**config.mk**
```make
export PLATFORM = sky130hd
export DESIGN_NAME = gf_mul_seq
export DESIGN_NICKNAME = d
export VERILOG_FILES = /design/src/rtl/gf_mul_seq.sv
export SDC_FILE = /design/constraint.sdc
export NUM_CORES = 1
export LEC_CHECK = 0
export CAP_MARGIN = 40
export CORE_ASPECT_RATIO = 0.75
export CORE_MARGIN = 3
export CORE_UTILIZATION = 56
export DETAILED_ROUTE_END_ITERATION = 10
export MAX_ROUTING_LAYER = met4
export PLACE_DENSITY = 0.84
export SYNTH_ARGS = -nofsm -noshare
export SYNTH_HDL_FRONTEND = slang
export SYNTH_SLANG_ARGS = --single-unit
export TNS_END_PERCENT = 50
```
**constraint.sdc**
```tcl
create_clock -name Clk -period 2.6 [get_ports Clk]
set_input_delay 0.39 -clock Clk [delete_from_list [all_inputs] [get_ports Clk]]
set_output_delay 0.39 -clock Clk [all_outputs]
set_load 0.02 [all_outputs]
```
**src/rtl/gf_mul_seq.sv**
```systemverilog
// ---------------------------------------------------------------------------
// gf_mul_seq
//
// Sequential GF(2^WIDTH) multiplier. It computes A*B modulo the reduction
// polynomial x^WIDTH + POLY with iterative shift-and-add (xtime) steps,
// BITS_PER_CYCLE steps per clock. A single instance can be shared by
// MixColumns, InvMixColumns and key-schedule logic in place of several
// fixed-constant multipliers.
//
// Handshake semantics (both sides):
//   A transfer happens on a rising edge where valid and ready are both 1.
//   Producers hold valid and data stable until that edge. Ready never depends
//   combinationally on valid: InReady is 1 exactly in IDLE and OutValid is 1
//   exactly in DONE, so one operation occupies the block from acceptance
//   until its result is consumed.
//
// Ports:
//   Clk       in   1      clock; all logic on the rising edge
//   Rst       in   1      synchronous active-high reset; aborts any operation
//   InValid   in   1      operands valid
//   InReady   out  1      block can accept operands (IDLE)
//   A         in   WIDTH  multiplicand, sampled only on the accept edge
//   B         in   WIDTH  multiplier, sampled only on the accept edge
//   OutValid  out  1      Product valid (DONE)
//   OutReady  in   1      consumer takes Product
//   Product   out  WIDTH  A*B mod (x^WIDTH + POLY); holds its last value
//   dbg_state out  2      current FSM state (debug observation only)
//
// Parameters:
//   WIDTH           field element width in bits (>= 2)
//   POLY            low WIDTH bits of the reduction polynomial
//   BITS_PER_CYCLE  multiplier bits consumed per clock; must divide WIDTH
// ---------------------------------------------------------------------------
module gf_mul_seq #(
    parameter int unsigned      WIDTH          = 8,
    parameter logic [WIDTH-1:0] POLY           = WIDTH'(8'h1B),
    parameter int unsigned      BITS_PER_CYCLE = 1
) (
    input  logic             Clk,
    input  logic             Rst,
    input  logic             InValid,
    output logic             InReady,
    input  logic [WIDTH-1:0] A,
    input  logic [WIDTH-1:0] B,
    output logic             OutValid,
    input  logic             OutReady,
    output logic [WIDTH-1:0] Product,
    output logic [1:0]       dbg_state
);

    // Reject configurations where the step count does not divide evenly.
    generate
        if (BITS_PER_CYCLE == 0 || (WIDTH % BITS_PER_CYCLE) != 0) begin : g_bad_cfg
            $error("gf_mul_seq: BITS_PER_CYCLE must be nonzero and divide WIDTH");
        end
    endgenerate

    // Number of clocks spent in BUSY per operation.
    localparam int unsigned N     = (BITS_PER_CYCLE == 0) ? 1 : WIDTH / BITS_PER_CYCLE;
    localparam int unsigned CNT_W = (N > 1) ? $clog2(N) : 1;
    localparam logic [CNT_W-1:0] CNT_LAST = CNT_W'(N - 1);

    typedef enum logic [1:0] {
        S_IDLE = 2'd0,
        S_BUSY = 2'd1,
        S_DONE = 2'd2
    } state_t;

    state_t           state_q, state_d;
    logic [WIDTH-1:0] a_q, a_d;
    logic [WIDTH-1:0] b_q, b_d;
    logic [WIDTH-1:0] acc_q, acc_d;
    logic [CNT_W-1:0] cnt_q, cnt_d;
    logic [WIDTH-1:0] product_q, product_d;

    // Values after applying this cycle's BITS_PER_CYCLE steps to the
    // working registers.
    logic [WIDTH-1:0] a_step;
    logic [WIDTH-1:0] b_step;
    logic [WIDTH-1:0] acc_step;

    // Unrolled xtime steps. Each step conditionally adds the current
    // multiplicand, then multiplies it by x with reduction, then moves to the
    // next multiplier bit. Steps chain combinationally within one clock.
    always_comb begin
        a_step   = a_q;
        b_step   = b_q;
        acc_step = acc_q;
        for (int i = 0; i < int'(BITS_PER_CYCLE); i++) begin
            if (b_step[0]) begin
                acc_step = acc_step ^ a_step;
            end
            // The reduction decision uses the MSB before the shift drops it.
            a_step = {a_step[WIDTH-2:0], 1'b0} ^ (a_step[WIDTH-1] ? POLY : '0);
            b_step = b_step >> 1;
        end
    end

    // Next-state and datapath update.
    always_comb begin
        state_d   = state_q;
        a_d       = a_q;
        b_d       = b_q;
        acc_d     = acc_q;
        cnt_d     = cnt_q;
        product_d = product_q;

        case (state_q)
            S_IDLE: begin
                if (InValid) begin
                    a_d     = A;
                    b_d     = B;
                    acc_d   = '0;
                    cnt_d   = '0;
                    state_d = S_BUSY;
                end
            end

            S_BUSY: begin
                a_d   = a_step;
                b_d   = b_step;
                acc_d = acc_step;
                cnt_d = cnt_q + CNT_W'(1);
                if (cnt_q == CNT_LAST) begin
                    // Last group of steps: publish the finished accumulator.
                    product_d = acc_step;
                    state_d   = S_DONE;
                end
            end

            S_DONE: begin
                // Returning to IDLE does not accept on the same edge, even if
                // InValid is high; acceptance waits for the next edge.
                if (OutReady) begin
                    state_d = S_IDLE;
                end
            end

            default: begin
                state_d = S_IDLE;
            end
        endcase
    end

    always_ff @(posedge Clk) begin
        if (Rst) begin
            state_q   <= S_IDLE;
            a_q       <= '0;
            b_q       <= '0;
            acc_q     <= '0;
            cnt_q     <= '0;
            product_q <= '0;
        end else begin
            state_q   <= state_d;
            a_q       <= a_d;
            b_q       <= b_d;
            acc_q     <= acc_d;
            cnt_q     <= cnt_d;
            product_q <= product_d;
        end
    end

    assign InReady   = (state_q == S_IDLE);
    assign OutValid  = (state_q == S_DONE);
    assign Product   = product_q;
    assign dbg_state = state_q;

endmodule

```
==> results_dict.tcl, run 1 <==
set metrics [dict create \
    outcome "complete, no violations" \
    async_flop_share 0 \
    synth-adder-area-share 0.01391 \
    drc 0 \
    synth_top_area_frac 0.4117 \
    crit_start "dbg_state[1]$_SDFFE_PP0P_" \
    synth_compound_area_frac 0.3074 \
    powerDensity_mw_per_mm2 612.3 \
    hold_start "acc_q[5]$_SDFFE_PP0P_" \
    cts_resized 0 \
    r2r_slack_ps 790 \
    holdWs_ps 496.7 \
    cts_tree "done" \
    r2r-start "cnt_q[0]$_SDFFE_PP0P_" \
    max_slew_margin 0.5101 \
    synth-edff-count 0 \
    coreArea_mm2 0.002999 \
    hold_class "reg2reg" \
    place.gp.congestion 0.8432 \
    fp.dieW_um 71.45 \
    tightest_slew_ps 734.9 \
    slew_violations 0 \
    htreeDepth 2 \
    grt.total_usage 0.2400 \
    fin_skew_ps 7.595 \
    drv_cap 0 \
    wirelength_mm 4.114 \
    synth_simple_gate_area_frac 0.1280 \
    yosys.area.top_type "dfxtp_1" \
    drtIter0Drc 100 \
    setup_viol 0 \
    hold_viol 0 \
    clk_pin_slew_ps 80 \
    clock_latency_ps 300 \
    avgSynthCellArea_um2 9.087 \
    fin_crit_ps 1973 \
    layout_worst_path_cycle_share 0.7590 \
    final.setup.tns_ps 0 \
    crit_type "reg2out" \
    cts_buffers 5 \
    vdd_drop_max_mv 0.2742 \
    synth.distinct_cells 33 \
    worst_ep_required_time_ps 2210 \
    dp_hpwl_mm 2.919 \
    arrival_ps 1580 \
    grt_pass1_wl_mm 6.955 \
    synth_area_mm2 0.001799 \
    cp-end-kind "primary output" \
    drt-wirelength-per-cell_um 15.88 \
    antenna_cells 0 \
    start_util 0.5999 \
    grt-ovfl-total 0 \
    synthXorXnorAreaFrac 0.05355 \
    rsz0062_at_grt "no" \
    muxShareOfSynthArea 0 \
    crit_fanout 13 \
    root_buffer "clkbuf_8" \
    synth-seq-area-share 0.4117 \
    antenna_found_initial 0 \
    critPathLaunchType "register" \
    yosysMostFrequentCell "dfxtp_1" \
    syn_to_final_growth_pct 20.93 \
    postCtsHoldBufs 0 \
    synthFlopType "dfxtp_1" \
    drt_pass1_iterations 4 \
    power_leakage_nw 0.7715 \
    synthTopCellsByCount "37 x dfxtp_1, 35 x nor2_1, 21 x a211oi_1" \
    synth_top_family_by_area "compound AO/OA/AOI/OAI gates" \
    pre_cts_ws_ps 473.9 \
    fmax_mhz 506.7 \
    die_height_um 55.09 \
    die-area_mm2 0.003936 \
    yosysWarnings 0 \
    cts_sinks 37 \
    ios 32 \
    synth.area.top_cells "dfxtp_1 41%, a211oi_1 8.8%, nor2_1 7.3%" \
    post-cts-setup-buffers 0 \
    grt_pass1_vias 1497 \
    vias 1571 \
    layout-drive-gt1-share 0.1086 \
    setup_slack_ps 626.5 \
    rows 17 \
    fill_cells 219 \
    final_net_count 242 \
    syn_inst 198 \
    viasPerCell 6.066 \
    syn_nets 220 \
    cts_max_path_buffers 2 \
    portBuffers 31 \
    grt_max_degree 21 \
    ant_nets 0 \
    ys_seq_elements 37 \
]
-- layer usage --
metal,wire [µm],global-route usage,vias up
li1,-,-,758
met1,1846,0.2952,742
met2,1923,0.3704,59
met3,258,0.07762,12
met4,85,0.09688,0
met5,0,-,-
-- per-stage QoR --
stage	instance area (µm²)	total power, mW	utilization	instances
CTS	2176	1.334	0.7255	259
floorplan	1799	0.7580	-	198
finish	2176	1.332	0.7255	259
global route	2176	1.381	0.7255	259
detailed placement	2056	0.8117	0.6854	251
global placement	2056	0.8008	0.6854	251
-- cells by family (layout without fill, tap and decap cells) --
family / after synthesis / in the layout
and+or+nand+nor: 51 / 51
AOI/OAI and AO/OA: 71 / 71
xor gates and xnor gates: 11 / 11
adders and majority gates: 2 / 2
DFF: 37 / 37
buffers and inverters: 26 / 49
-- cell usage in the layout (no fill, tap or decap) --
cell and count:
a211oi_1 21, a211oi_2 8, a21oi_1 11, a221o_1 3
a22o_1 2, a22oi_1 2, a31oi_1 7, a32oi_1 1
and3b_1 1, buf_4 4, bufinv_16 1, clkbuf_8 6
clkdlybuf4s50_1 31, clkinvlp_4 1, dfxtp_1 37, ha_1 2
inv_1 5, inv_2 1, nand2_1 8, nand2b_1 1
nand3b_1 1, nor2_1 35, nor2b_1 1, nor2b_4 1
o21ai_0 3, o21ba_2 1, o21bai_2 1, o22ai_1 3
o2bb2ai_1 7, o41ai_1 1, or3b_1 3, xnor2_1 3
xor2_1 8
-- sequential cells by signal (all words and copies together) (netlist names) --
name,count
Product,8
a_q,8
acc_q,8
b_q,8
cnt_q,3
dbg_state,2
-- power by group --
group / internal, mW / leakage [nW] / switching [mW]
sequential: 0.595 / 0.303 / 0.0368
clock: 0.312 / 0.0574 / 0.218
combinational: 0.0835 / 0.411 / 0.0868
-- path summary, 6_finish.rpt --
path | depth (start not counted) | to
worst max-delay path | 3 | InReady
worst min-delay path | 1 | acc_q[5]$_SDFFE_PP0P_
worst max register to register | 5 | Product[3]$_SDFFE_PP0P_
worst min register to register | 1 | acc_q[5]$_SDFFE_PP0P_
-- critical path: stages (launching register included) --
cell	delay, ps
dfxtp_1	320
buf_4	180
nor2_1	150
clkdlybuf4s50_1	630
-- final cells by class --
cell class	count	area [µm²]	share of cell area
sequential	37	740.7	0.3404
clock buffer	6	82.58	0.03795
inverter	6	22.52	0.01035
clock inverter	2	37.54	0.01725
multi-input combinational	135	904.6	0.4158
tap	38	47.55	0.02185
timing repair buffer	35	340.3	0.1564
Note: power is estimated with default switching activity, not from simulation.
==> run 2: changes to the inputs <==
CORE_UTILIZATION = 52   (was 56)
PLACE_DENSITY = 0.79   (was 0.84)
clock period = 1.91 ns   (was 2.6 ns; I/O delays follow)
==> run 2 against run 1 <==
Net effect:
- non-clock buffer count grew 2
- design area shrank 0.46%
- final cell count grew 0.77%
- clock skew grew 1.9 ps
- power grew 21%
- routed wire length shrank 1.6%
- first-iteration DRC count shrank 33%
- largest power group unchanged
==> results_dict.tcl, run 2 (synthesized netlist as in run 1, its figures left out) <==
set metrics [dict create \
    critPathLaunchType "register" \
    crit_fanout 4 \
    worstHoldEndpoint "cnt_q[0]$_SDFFE_PP0P_" \
    postCtsHoldBufs 0 \
    ios 32 \
    start_util 0.5754 \
    final_net_count 244 \
    setup_slack_ps 152.8 \
    r2r_slack_ps 430 \
    rows 17 \
    clock_latency_ps 290 \
    path_cells "nor2b_1 -> clkdlybuf4s50_1" \
    drt-wirelength-per-cell_um 15.52 \
    die_height_um 56.94 \
    grt_pass1_vias 1520 \
    drc 0 \
    cts_sinks 37 \
    post-cts-setup-buffers 0 \
    hold_start "cnt_q[0]$_SDFFE_PP0P_" \
    r2r-start "cnt_q[0]$_SDFFE_PP0P_" \
    fmax_mhz 569.1 \
    rsz0062_at_grt "no" \
    grt_pass1_wl_mm 6.810 \
    cts_resized 0 \
    power_leakage_nw 0.7741 \
    drv_cap 0 \
    die-area_mm2 0.004209 \
    htreeDepth 2 \
    max_slew_margin 0.6329 \
    antenna_cells 0 \
    root_buffer "clkbuf_8" \
    grt-ovfl-total 0 \
    outcome "complete, no violations" \
    slew_violations 0 \
    fin_crit_ps 1757 \
    crit_slowest_cell "clkdlybuf4s50_1" \
    dp_cells 253 \
    powerDensity_mw_per_mm2 747.2 \
    layout_worst_path_cycle_share 0.9200 \
    drtIter0Drc 67 \
    pre_cts_ws_ps 143.8 \
    antenna_found_initial 0 \
    hold_viol 0 \
    clk_pin_slew_ps 70 \
    clkPwrFrac 0.324 \
    grt_max_degree 39 \
    drt_pass1_iterations 4 \
    arrival_ps 1470 \
    hold_class "reg2reg" \
    fp.dieW_um 73.92 \
    slowest_delay_ps 630 \
    r2r_cells 6 \
    cts_tree "done" \
    wirelength_mm 4.050 \
    place.gp.congestion 0.8504 \
    power_frac_seq 0.530 \
    r2r-end "Product[1]$_SDFFE_PP0P_" \
    critPathBufInv 1 \
    layout.cells.non_filler 261 \
    cts_max_path_buffers 2 \
    ant_nets 0 \
    tightest_slew_ps 549.8 \
    fin_skew_ps 9.501 \
    cts_buffers 5 \
    syn_to_final_growth_pct 20.38 \
    viasPerCell 5.962 \
    holdWs_ps 493.0 \
    dp_hpwl_mm 2.792 \
    final_common_cell "dfxtp_1" \
    mostFrequentLayoutCells "37 x dfxtp_1, 35 x nor2_1, 31 x clkdlybuf4s50_1" \
    p_sw_mw 0.4368 \
    crit_type "reg2out" \
    layout-drive-gt1-share 0.1121 \
    grt.total_usage 0.2113 \
    final.setup.tns_ps 0 \
    setup_viol 0 \
    vdd_drop_max_mv 0.4173 \
    pwr-share-comb 0.146 \
    worstHoldPathCells 1 \
    internal_power_mw 1.181 \
    worst_ep_required_time_ps 1620 \
    vias 1556 \
    cp-end-kind "primary output" \
    portBuffers 31 \
    switching_share 0.2699 \
    cp_top_family "buffers and inverters" \
    coreArea_mm2 0.003127 \
]
run 2: cell type report:
cell class | instances | area [µm²]
clock buffers | 6 | 72.57
clock inverters | 2 | 10.01
fillers | 239 | 960.9
inverters | 6 | 22.52
multi-input cells | 135 | 904.6
flip-flops and latches | 37 | 740.7
well taps | 38 | 47.55
repair buffers | 37 | 367.9
run 2: power groups by stage:
stage,clock network (mW),registers (mW),logic [mW]
after CTS,0.531,0.856,0.235
after global routing,0.559,0.863,0.261
after global placement,0,0.871,0.224
after detailed placement,0,0.873,0.234
final,0.525,0.857,0.236
after floorplan,0,0.852,0.180
run 2: worst max-delay path by stage:
stage	start	to	slack, ps	depth (start not counted)
global placement	InValid	b_q[0]$_SDFFE_PP0P_	210	4
global route	dbg_state[1]$_SDFFE_PP0P_	OutValid	100	2
finish	dbg_state[1]$_SDFFE_PP0P_	OutValid	150	2
floorplan	cnt_q[0]$_SDFFE_PP0P_	Product[2]$_SDFFE_PP0P_	500	7
CTS	dbg_state[1]$_SDFFE_PP0P_	OutValid	140	2
detailed placement	InValid	b_q[0]$_SDFFE_PP0P_	140	4
run 2: through the flow:
| step | instance area [µm²] | utilization | total power [mW] |
|---|---|---|---|
| global placement | 2083 | 0.6663 | 1.095 |
| finish | 2166 | 0.6927 | 1.618 |
| global route | 2166 | 0.6927 | 1.683 |
| floorplan | 1799 | - | 1.032 |
| CTS | 2166 | 0.6927 | 1.622 |
| detailed placement | 2083 | 0.6663 | 1.107 |
run 2: layer usage:
layer	vias up	track usage	share of wire
li1	758	-	-
met1	751	0.2563	0.45
met2	43	0.3485	0.49
met3	4	0.05106	0.046
met4	0	0.05943	0.0077
met5	-	-	0
==> run 3: changes to the inputs <==
REMOVE_ABC_BUFFERS = 1   (was default)
==> run 3 against run 2 <==
Net effect:
- register-to-register slack lost 220 ps
- count of clock-buffer cells in the layout stayed put
- hold slack improved by 3.9 ps
- sequential share of layout area fell by 0.60 points
- die area did not move
- critical endpoint unchanged
==> results_dict.tcl, run 3 (synthesized netlist as in run 1, its figures left out) <==
set metrics [dict create \
    fin_crit_ps 1797 \
    final_net_count 244 \
    crit_fanout 9 \
    hold_start "acc_q[1]$_SDFFE_PP0P_" \
    antenna_found_initial 0 \
    root_buffer "clkbuf_8" \
    antenna_cells 0 \
    slew_violations 0 \
    die-area_mm2 0.004209 \
    drt-wirelength-per-cell_um 15.82 \
    syn_to_final_growth_pct 22.53 \
    drtIter0Drc 162 \
    layout.cells.non_filler 261 \
    crit_start "dbg_state[0]$_SDFFE_PP0P_" \
    cts_max_path_buffers 2 \
    cts_tree "done" \
    hold_class "reg2reg" \
    drv_cap 0 \
    drc 0 \
    fill_cells 240 \
    rsz0062_at_grt "no" \
    dp_hpwl_mm 2.793 \
    drt_pass1_iterations 4 \
    cp-end-kind "primary output" \
    fmax_mhz 556.5 \
    ios 32 \
    final_common_cell "dfxtp_1" \
    fin_skew_ps 8.173 \
    vdd_drop_max_mv 0.6354 \
    grt_max_degree 39 \
    portBuffers 31 \
    clk_pin_slew_ps 70 \
    dp_cells 253 \
    fp.dieW_um 73.92 \
    layout_worst_path_cycle_share 0.9409 \
    die_height_um 56.94 \
    powerDensity_mw_per_mm2 828.4 \
    critPathLaunchType "register" \
    place.gp.congestion 0.8074 \
    vias 1544 \
    grt_pass1_wl_mm 6.955 \
    grt-ovfl-total 0 \
    wirelength_mm 4.128 \
    hold_viol 0 \
    viasPerCell 5.916 \
    mostFrequentLayoutCells "37 x dfxtp_1, 35 x nor2_1, 31 x clkdlybuf4s50_1" \
    outcome "complete, no violations" \
    power_leakage_nw 0.7853 \
    clock_latency_ps 310 \
    tightest_slew_ps 553.2 \
    worst_ep_required_time_ps 1620 \
    final.setup.tns_ps 0 \
    grt_pass1_vias 1489 \
    ant_nets 0 \
    r2r-start "dbg_state[0]$_SDFFE_PP0P_" \
    setup_viol 0 \
    htreeDepth 2 \
    cts_sinks 37 \
    grt.total_usage 0.2247 \
    cts_buffers 5 \
    crit_type "reg2out" \
    coreArea_mm2 0.003127 \
    arrival_ps 1510 \
    rows 17 \
    layout-drive-gt1-share 0.1211 \
    max_slew_margin 0.6307 \
    start_util 0.5754 \
]
run 3: cell count changes in the layout (fill, tap and decap cells not counted), sizes merged:
cell | before | now
clkinvlp | 0 | 1
bufinv | 0 | 1
clkinv | 2 | 0
run 3: path summary, 6_finish.rpt:
kind | end | slack, ps | cells past startpoint
setup / recovery | OutValid | 110 | 2
hold / removal | acc_q[1]$_SDFFE_PP0P_ | 500 | 1
setup reg to reg | acc_q[6]$_SDFFE_PP0P_ | 210 | 4
hold reg to reg | acc_q[1]$_SDFFE_PP0P_ | 500 | 1
run 3: routing by layer:
metal	share of wire	track usage	vias up
met5	0	-	-
met4	0.017	0.09819	0
met3	0.041	0.05986	9
met2	0.49	0.3523	40
met1	0.45	0.2699	736
li1	-	-	759
run 3: area by class of cell:
class | count | area [µm²] | share of cell area
multi-input cells | 135 | 905.9 | 0.4109
clock inverters | 2 | 37.54 | 0.01703
well taps | 38 | 47.55 | 0.02157
clock buffers | 6 | 82.58 | 0.03746
repair buffers | 37 | 367.9 | 0.1669
flip-flops and latches | 37 | 740.7 | 0.3360
inverters | 6 | 22.52 | 0.01022
run 3: timing repair:
item / CTS / global route
resized for setup: 0 / 1
setup endpoints to repair: 0 / 8
setup buffers: 0 / 0
hold buffers: 0 / 0
run 3: critical path: stages (launching register included):
cell,delay (ps)
dfxtp_1,390
nor2b_1,190
clkdlybuf4s50_1,630
run 3: power by group:
group | total (mW) | switching [mW] | internal, mW
Sequential | 0.857 | 0.0469 | 0.810
Clock | 0.731 | 0.307 | 0.425
Combinational | 0.238 | 0.119 | 0.119
run 3: through the flow:
stage	setup slack [ps]	cell area, µm²	hold slack (ps)	total power, mW	util
after floorplan	181.7	1668	351.1	0.9938	-
after global placement	201.0	2083	470.0	1.096	0.6663
after detailed placement	79.23	2083	479.9	1.109	0.6663
after CTS	42.52	2203	494.6	1.828	0.7047
after global routing	44.23	2205	519.0	1.898	0.7051
final	113.0	2205	496.8	1.826	0.7051
